--- config.mk ---
export PLATFORM = sky130hd
export DESIGN_NAME = led_scheduler_flat
export DESIGN_NICKNAME = d
export VERILOG_FILES = /design/src/rtl/led_scheduler_if.sv /design/src/rtl/led_scheduler.sv /design/src/flat_wrapper.sv
export SDC_FILE = /design/constraint.sdc
export NUM_CORES = 1
export LEC_CHECK = 0
export CAP_MARGIN = 20
export CORE_UTILIZATION = 40
export CTS_BUF_LIST = sky130_fd_sc_hd__clkbuf_4 sky130_fd_sc_hd__clkbuf_8 sky130_fd_sc_hd__clkbuf_16
export CTS_CLUSTER_SIZE = 40
export DETAILED_ROUTE_END_ITERATION = 10
export SLEW_MARGIN = 10
export SYNTH_ARGS = -nofsm -noshare
export SYNTH_HDL_FRONTEND = slang
export SYNTH_SLANG_ARGS = --single-unit
--- constraint.sdc ---
create_clock -name clk -period 4.8 [get_ports clk]
set_input_delay 0.48 -clock clk [delete_from_list [all_inputs] [get_ports clk]]
set_output_delay 0.48 -clock clk [all_outputs]
set_load 0.01 [all_outputs]
--- src/rtl/led_scheduler_if.sv ---
// ============================================================================
//  Module      : led_scheduler_if
//  Description : Request/display bundle between a requester bank and the
//                round-robin LED scheduler.
//  Revision    : 1.0 - initial release
// ============================================================================
`default_nettype none

interface led_scheduler_if;
  logic        enable;
  logic [15:0] sw;
  logic [15:0] led;
  logic        grant_valid;
  logic [3:0]  grant_idx;

  // Requester side: drives enable and requests, observes the grant.
  modport master (
    output enable,
    output sw,
    input  led,
    input  grant_valid,
    input  grant_idx
  );

  // Scheduler side.
  modport slave (
    input  enable,
    input  sw,
    output led,
    output grant_valid,
    output grant_idx
  );
endinterface

`default_nettype wire

--- src/rtl/led_scheduler.sv ---
// ============================================================================
//  Module      : led_scheduler
//  Description : Round-robin scheduler granting a 16-bit LED bank to one of
//                16 asynchronous requesters for DWELL cycles at a time, with
//                a one-cycle dark gap between consecutive grants.
//  Revision    : 1.0 - initial release
// ============================================================================
`default_nettype none

module led_scheduler #(
  parameter int DWELL = 4
) (
  input  wire             clk,
  input  wire             rst_n,
  led_scheduler_if.slave  sched_io
);

  // A DWELL of 0 is treated as a single-cycle grant.
  localparam logic [7:0] DWELL_EFF  = (DWELL == 0) ? 8'd1 : 8'(DWELL);
  localparam logic [7:0] DWELL_LAST = DWELL_EFF - 8'd1;

  typedef enum logic [1:0] {
    IDLE  = 2'd0,
    GRANT = 2'd1,
    GAP   = 2'd2
  } state_t;

  state_t      state_q,       state_d;
  logic [15:0] sync1_q;
  logic [15:0] sreq_q;
  logic [7:0]  dwell_q,       dwell_d;
  logic [3:0]  last_idx_q,    last_idx_d;
  logic [3:0]  grant_idx_q,   grant_idx_d;
  logic [15:0] led_q,         led_d;
  logic        grant_valid_q, grant_valid_d;

  logic        win_found;
  logic [3:0]  win_idx;
  logic [3:0]  cand;

  // Round-robin pick: first pending request scanning upward from last_idx+1,
  // wrapping naturally through the 4-bit index (last_idx itself is checked last).
  always_comb begin
    win_found = 1'b0;
    win_idx   = 4'd0;
    cand      = 4'd0;
    for (int k = 1; k <= 16; k++) begin
      cand = last_idx_q + 4'(k);
      if (!win_found && sreq_q[cand]) begin
        win_found = 1'b1;
        win_idx   = cand;
      end
    end
  end

  // Next-state and registered-output values; GAP falls through to IDLE and
  // re-arbitrates on the same edge so IDLE costs no cycle when work is pending.
  always_comb begin
    state_d       = state_q;
    dwell_d       = dwell_q;
    last_idx_d    = last_idx_q;
    grant_idx_d   = grant_idx_q;
    led_d         = 16'h0000;
    grant_valid_d = 1'b0;
    case (state_q)
      IDLE, GAP: begin
        dwell_d = 8'd0;
        if (sched_io.enable && win_found) begin
          state_d       = GRANT;
          last_idx_d    = win_idx;
          grant_idx_d   = win_idx;
          led_d         = 16'h0001 << win_idx;
          grant_valid_d = 1'b1;
        end else begin
          state_d = IDLE;
        end
      end
      GRANT: begin
        if ((dwell_q == DWELL_LAST) || !sreq_q[grant_idx_q] || !sched_io.enable) begin
          state_d = GAP;
          dwell_d = 8'd0;
        end else begin
          dwell_d       = dwell_q + 8'd1;
          led_d         = 16'h0001 << grant_idx_q;
          grant_valid_d = 1'b1;
        end
      end
      default: begin
        state_d = IDLE;
        dwell_d = 8'd0;
      end
    endcase
  end

  // Synchronizer, FSM state and registered outputs; reset clears all at once.
  always_ff @(posedge clk or negedge rst_n) begin
    if (!rst_n) begin
      sync1_q       <= 16'h0000;
      sreq_q        <= 16'h0000;
      state_q       <= IDLE;
      dwell_q       <= 8'd0;
      last_idx_q    <= 4'd15;
      grant_idx_q   <= 4'd0;
      led_q         <= 16'h0000;
      grant_valid_q <= 1'b0;
    end else begin
      sync1_q       <= sched_io.sw;
      sreq_q        <= sync1_q;
      state_q       <= state_d;
      dwell_q       <= dwell_d;
      last_idx_q    <= last_idx_d;
      grant_idx_q   <= grant_idx_d;
      led_q         <= led_d;
      grant_valid_q <= grant_valid_d;
    end
  end

  assign sched_io.led         = led_q;
  assign sched_io.grant_valid = grant_valid_q;
  assign sched_io.grant_idx   = grant_idx_q;

endmodule

`default_nettype wire

--- src/flat_wrapper.sv ---
// flat-port wrapper written by rule: the top's interface ports become plain ports
module led_scheduler_flat 
#(
  parameter int DWELL = 4
)
  (clk, rst_n, sched_io_enable, sched_io_sw, sched_io_led, sched_io_grant_valid, sched_io_grant_idx);
  led_scheduler_if sched_io_i ();
  input  wire clk;
  input  wire rst_n;
  input wire logic [$bits(sched_io_i.enable)-1:0] sched_io_enable;
  input wire logic [$bits(sched_io_i.sw)-1:0] sched_io_sw;
  output wire logic [$bits(sched_io_i.led)-1:0] sched_io_led;
  output wire logic [$bits(sched_io_i.grant_valid)-1:0] sched_io_grant_valid;
  output wire logic [$bits(sched_io_i.grant_idx)-1:0] sched_io_grant_idx;
  assign sched_io_i.enable = sched_io_enable;
  assign sched_io_i.sw = sched_io_sw;
  assign sched_io_led = sched_io_i.led;
  assign sched_io_grant_valid = sched_io_i.grant_valid;
  assign sched_io_grant_idx = sched_io_i.grant_idx;
  led_scheduler #(.DWELL(DWELL)) u_core (.clk(clk), .rst_n(rst_n), .sched_io(sched_io_i));
endmodule
==> results of run 1 <==
[cell usage after synthesis, types with 4 or more instances]
library cell	instances	area [um^2]
and2_1	5	31.3
dfstp_2	4	105
nor2b_1	5	31.3
xnor2_1	10	87.6
inv_1	10	37.5
mux4_2	32	721
mux2i_1	24	240
ha_1	9	113
dfrtp_1	63	1580
buf_4	8	60.1
a211oi_1	6	45.0
nor3_1	8	40.0
o21ai_0	13	65.1
and3_1	4	25.0
xor2_1	8	70.1
o211ai_1	4	30.0
buf_6	5	56.3
o22ai_1	17	106
a221oi_1	5	43.8
nand2_1	37	139
nor4_1	5	31.3
mux2_2	13	146
a21oi_1	17	85.1
nand3_1	19	95.1
nor2_1	25	93.8
a21o_1	5	37.5
[final timing paths]
check / slack, ns / cells after the start / start / to
setup / recovery: 0.25 / 13 / u_core.last_idx_q[0] / u_core.sched_io.led[5]
hold / removal: 0.32 / 2 / rst_n / u_core.sched_io.led[6]
setup reg to reg: 0.25 / 13 / u_core.last_idx_q[0] / u_core.sched_io.led[5]
hold reg to reg: 0.34 / 0 / u_core.sync1_q[12] / u_core.sreq_q[12]
max in group asynchronous: 3.93 / 2 / rst_n / u_core.sync1_q[12]
min in group clk: 0.34 / 0 / u_core.sync1_q[12] / u_core.sreq_q[12]
[flip-flops by register name, summed over array words and instances, names as in the netlist]
name	cells
u_core.sync1_q	16
u_core.sched_io.led	16
u_core.last_idx_q	4
u_core.sched_io.grant_valid	1
u_core.state_q	2
u_core.sched_io.grant_idx	4
u_core.sreq_q	16
u_core.dwell_q	8
[kinds of logic after synthesis]
kind of cell	after synthesis	synth area share
DFF	67	0.341
and+or+nand+nor	135	0.140
AOI/OAI and AO/OA	111	0.172
muxes	76	0.249
adders and majority gates	9	0.0228
buffers and inverters	32	0.0424
xor gates and xnor gates	18	0.0320
[per-layer routing]
| layer | track usage | share of wire | vias up |
|---|---|---|---|
| met4 | 0.112 | 0.032 | 0 |
| met5 | 0 | 0 | - |
| li1 | - | - | 1852 |
| met3 | 0.0359 | 0.078 | 38 |
| met2 | 0.362 | 0.47 | 240 |
| met1 | 0.319 | 0.42 | 2081 |
[per-stage QoR]
stage / area (um^2) / hold slack (ns)
detailed placement: 5520 / 0.335
finish: 5840 / 0.320
floorplan: 4930 / 0.184
CTS: 5820 / 0.344
global placement: 5520 / 0.334
global route: 5840 / 0.347
[cells in the final DEF (no fill, tap or decap), types with 6 or more instances in the layout]
cell,synthesis,layout
a211oi_1,6,6
a21oi_1,17,17
buf_4,8,22
clkbuf_16,0,9
clkdlybuf4s50_1,0,38
dfrtp_1,63,63
ha_1,9,9
inv_1,10,10
mux2_2,13,13
mux2i_1,24,23
mux4_2,32,32
nand2_1,37,37
nand3_1,19,19
nor2_1,25,25
nor3_1,8,8
o21ai_0,13,13
o22ai_1,17,17
xnor2_1,10,9
xor2_1,8,7
[area by class of cell]
class / instances / area share
well taps: 147 / 0.0315
repair buffers: 62 / 0.0977
clock buffers: 11 / 0.0422
multi-input cells: 349 / 0.524
flip-flops and latches: 67 / 0.288
clock inverters: 5 / 0.00900
inverters: 12 / 0.00772
==> metrics.md, run 1 <==
| Metric | Value |
|---|---|
| Status | `finished clean` |
| Resized cells post-CTS | `0` |
| DIE AREA | `12800 um^2` |
| Final net count | `529` |
| Max-cap viol count | `0` |
| Area grow syn2layout | `18.5%` |
| Non-Filler Instances | `653` |
| Worst Path Arrival | `4.79 ns` |
| Core area | `12000 um^2` |
| Slew headroom | `0.451` |
| Max stage delay on crit path | `0.56 ns` |
| I/O Pins | `40` |
| Synth async-reset ratio | `1.00` |
| Placed cells | `637` |
| CP delay by family, top | `simple AND/OR/NAND/NOR gates` |
| # clock sinks | `67` |
| CP max-delay cell | `dfstp_2` |
| Worst Path Buf+Inv | `2` |
| CP cell instances | `clkinv_1 -> ha_1 -> buf_4 -> mux4_1 -> mux2_2 -> mux2_2 -> or3_1 -> nand4b_1 -> or4_1 -> a32oi_1 -> o21ai_2 -> or2_4 -> o22ai_1` |
| DIE HEIGHT | `113 um` |
| Initial antenna violation count | `0` |
| Post-layout min period | `4.55 ns` |
| H-tree depth | `3` |
| Vias | `4211` |
| CTS root buf | `clkbuf_16` |
| First drt pass iteration count | `5` |
| Clock slew at reported path FFs | `0.06 ns` |
| Global-route wire length before repair | `22700 um` |
| Starting Density | `0.410` |
| Largest net degree at the start of global routing | `68` |
| Initial drt markers | `404` |
| WL final | `14100 um` |
| Setup TNS | `0 ns` |
| Most used cell, CP | `mux2_2` |
| Global Route Usage Sum | `0.232` |
| Worst setup SP type | `flip-flop` |
| Die X-Extent | `113 um` |
| CTS Hold Buffers Added | `0` |
| Crit path max fanout | `8` |
| Period Utilization, post-route | `0.948` |
| Vias in the first global route | `4143` |
| Hpwl dp | `10200 um` |
| Post-synthesis register bit count | `67` |
| Mapped Area | `4930 um^2` |
| Worst slew pin tran | `0.818 ns` |
| I/O Buffers | `39` |
| Max Root-Sink Buffers | `2` |
| Post-CTS Setup Bufs | `0` |
| CTS tree | `done` |
| Layout cells sized above 1 | `0.221` |
| Cells after Synth | `448` |
| Multi-input logic area | `3060 um^2` |
| Util after Layout | `0.486` |
| Hold Path Class | `in -> async` |
| Clock Skews | `0.00745 ns` |
| Worst path required time | `5.04 ns` |
| Clk_lat worst skew | `0.33 ns` |
| Row cnt | `40` |
| Syn Nets | `476` |
| Drt drc | `0` |
| RD Place Congestion | `0.965` |
| Final setup fails | `0` |
| CP endpoint kind | `flip-flop` |
| Synthesis Warnings | `0` |
| Register area share after synthesis | `0.341` |
| Fin. Hold Viols | `0` |
| Storage cell area | `1680 um^2` |
| Fill count | `1092` |
| Worst Setup Path Type | `reg -> reg` |
| Avg WL per Cell | `21.5 um` |
| Setup ws final | `0.251 ns` |
| # diodes | `0` |
| Ys flop type | `dfrtp_1` |
| RSZ-0062 raised after global routing | `false` |
| Setup WS pre-CTS | `0.342 ns` |
| Fin. max-slew vios | `0` |
| Routed vias/inst | `6.45` |
| Achievable Freq | `220 MHz` |
| Synth cell types | `74` |
| CTS buffer count | `9` |
| Syn_area_per_cell | `11.0 um^2` |
| Grt ovf | `0` |
| Post-DRT Antenna Nets | `0` |
| Post-synth EDFFs | `0` |
Power of run 1 is not shown: default switching activity piles up to over one toggle a cycle in this logic, so the estimate is an artifact.
==> run 2, diff against run 1 <==
--- a/config.mk
+++ b/config.mk
@@ -10,6 +10,7 @@
 export CTS_BUF_LIST = sky130_fd_sc_hd__clkbuf_4 sky130_fd_sc_hd__clkbuf_8 sky130_fd_sc_hd__clkbuf_16
 export CTS_CLUSTER_SIZE = 40
 export DETAILED_ROUTE_END_ITERATION = 10
+export GPL_ROUTABILITY_DRIVEN = 0
 export SLEW_MARGIN = 10
 export SYNTH_ARGS = -nofsm -noshare
 export SYNTH_HDL_FRONTEND = slang
==> run 2 against run 1 <==
Net effect: flip-flop and latch count unchanged; global-route usage shrank 1.4 points; register-to-register slack worse by 0.08 ns; critical endpoint is now u_core.sched_io.led[15].
==> metrics.md, run 2 (same netlist as run 1, synthesis figures left out) <==
| Metric | Value |
|---|---|
| Max-cap viol count | `0 (unchanged)` |
| # diodes | `0 (unchanged)` |
| RSZ-0062 raised after global routing | `false` |
| Final net count | `527 (-0.38%)` |
| CP max-delay cell | `mux4_1` |
| Grt ovf | `0 (unchanged)` |
| Cell area after layout | `5800 um^2 (-0.62%)` |
| Final setup fails | `0 (unchanged)` |
| Util after Layout | `0.483 (-0.00302)` |
| Row cnt | `40 (unchanged)` |
| Clock slew at reported path FFs | `0.05 ns (about the same)` |
| Initial drt markers | `435 (+7.7%)` |
| Die X-Extent | `113 um (unchanged)` |
| Hold Path Class | `in -> async` |
| Commonest non-fill, non-tap cells in the layout | `dfrtp_1 (63), clkdlybuf4s50_1 (38), nand2_1 (37), mux4_2 (32), nor2_1 (25)` |
| Vias | `4159 (-1.2%)` |
| CP endpoint kind | `flip-flop` |
| I/O Pins | `40 (unchanged)` |
| Setup WS pre-CTS | `0.197 ns (-0.146 ns)` |
| Commonest non-fill, non-tap cell in the layout | `dfrtp_1` |
| Worst setup SP type | `flip-flop` |
| Worst slew pin tran | `1.00 ns (+0.184 ns)` |
| Post-DRT Antenna Nets | `0 (unchanged)` |
| Achievable Freq | `216 MHz (-1.8%)` |
| First drt pass iteration count | `5 (unchanged)` |
| CP cell instances | `buf_6 -> mux4_1 -> mux4_2 -> a211oi_1 -> nand4b_1 -> buf_4 -> a2111oi_0 -> o2bb2ai_1 -> a21oi_2 -> nand2b_2 -> o22ai_1` |
| Clock Skews | `0.00719 ns (-0.000252 ns)` |
| Clk_lat worst skew | `0.33 ns (about the same)` |
| Initial antenna violation count | `0 (unchanged)` |
| I/O Buffers | `39 (unchanged)` |
| Area grow syn2layout | `17.7%` |
| Avg WL per Cell | `20.6 um (-4.5%)` |
| Max Root-Sink Buffers | `2 (unchanged)` |
| WL final | `13400 um (-4.8%)` |
| Global-route wire length before repair | `21600 um (-5.0%)` |
| Dpl cell area | `5490 um^2 (-0.50%)` |
| CTS tree | `done` |
| Crit path max fanout | `36 (+28)` |
| CTS root buf | `clkbuf_16` |
| Global Route Usage Sum | `0.218 (-0.0140)` |
| Core area | `12000 um^2 (unchanged)` |
| DIE AREA | `12800 um^2 (unchanged)` |
| Setup ws final | `0.168 ns (-0.0827 ns)` |
| # clock sinks | `67 (unchanged)` |
| Starting Density | `0.410 (unchanged)` |
| Hpwl dp | `9960 um (-2.7%)` |
| Worst Setup Path Type | `reg -> reg` |
| Drt drc | `0 (unchanged)` |
| Routed vias/inst | `6.39 (-0.93%)` |
| Worst path required time | `4.99 ns (-0.05 ns)` |
| Period Utilization, post-route | `0.965 (+0.0172)` |
| Largest net degree at the start of global routing | `68 (unchanged)` |
| CTS buffer count | `9 (unchanged)` |
| Fin. max-slew vios | `0 (unchanged)` |
| Worst Path Arrival | `4.82 ns (+0.03 ns)` |
| Status | `finished clean` |
| Setup TNS | `0 ns (unchanged)` |
| H-tree depth | `3 (unchanged)` |
| DIE HEIGHT | `113 um (unchanged)` |
| Slew headroom | `0.313 (-0.138)` |
| Vias in the first global route | `4049 (-2.3%)` |
| Fin. Hold Viols | `0 (unchanged)` |
| Layout cells sized above 1 | `0.214 (-0.00706)` |
| Post-layout min period | `4.63 ns (+0.0827 ns)` |
| Max stage delay on crit path | `0.79 ns (+0.23 ns)` |
run 2: stage by stage:
step,std cells,hold slack [ns]
floorplan,448,0.184
global placement,635,0.333
detailed placement,635,0.335
CTS,651,0.343
global route,651,0.349
finish,651,0.295
run 2: layout make-up:
type | instances | area, um^2
flip-flops and latches | 67 | 1680
fillers | 1068 | 6210
inverters | 12 | 45.0
clock inverters | 5 | 52.6
multi-input cells | 349 | 3050
well taps | 147 | 184
clock buffers | 11 | 246
repair buffers | 60 | 547
run 2: worst paths after layout:
check / slack (ns) / cells past startpoint / to / from
max: 0.17 / 11 / u_core.sched_io.led[15] / u_core.last_idx_q[0]
min: 0.30 / 2 / u_core.sched_io.led[6] / rst_n
max reg2reg: 0.17 / 11 / u_core.sched_io.led[15] / u_core.last_idx_q[0]
min reg2reg: 0.34 / 0 / u_core.sreq_q[0] / u_core.sync1_q[0]
max in group asynchronous: 3.95 / 2 / u_core.sreq_q[7] / rst_n
min in group clk: 0.34 / 0 / u_core.sreq_q[0] / u_core.sync1_q[0]
run 2: metal layers:
| metal | track usage | vias to the layer above | wire length (um) |
|---|---|---|---|
| met1 | 0.286 | 2036 | 5640 |
| met3 | 0.0445 | 48 | 1060 |
| met4 | 0.112 | 0 | 517 |
| met5 | 0 | - | 0 |
| li1 | - | 1846 | - |
| met2 | 0.344 | 229 | 6180 |
run 2: what timing repair did:
item                       CTS  global route
hold buffers                 0             0
setup buffers                0             0
setup endpoints to repair    0            12
resized for setup            0             2
run 2: worst max-delay path: cells and delay by family, from the launching register on:
family | cells | cell delay, ns
AND/OR/NAND/NOR | 2 | 0.58
buffers and inverters | 2 | 0.59
multiplexers | 2 | 1.43
flip-flops | 1 | 0.54
AO/OA/AOI/OAI | 5 | 1.32
Power of run 2 is left out for the same reason.
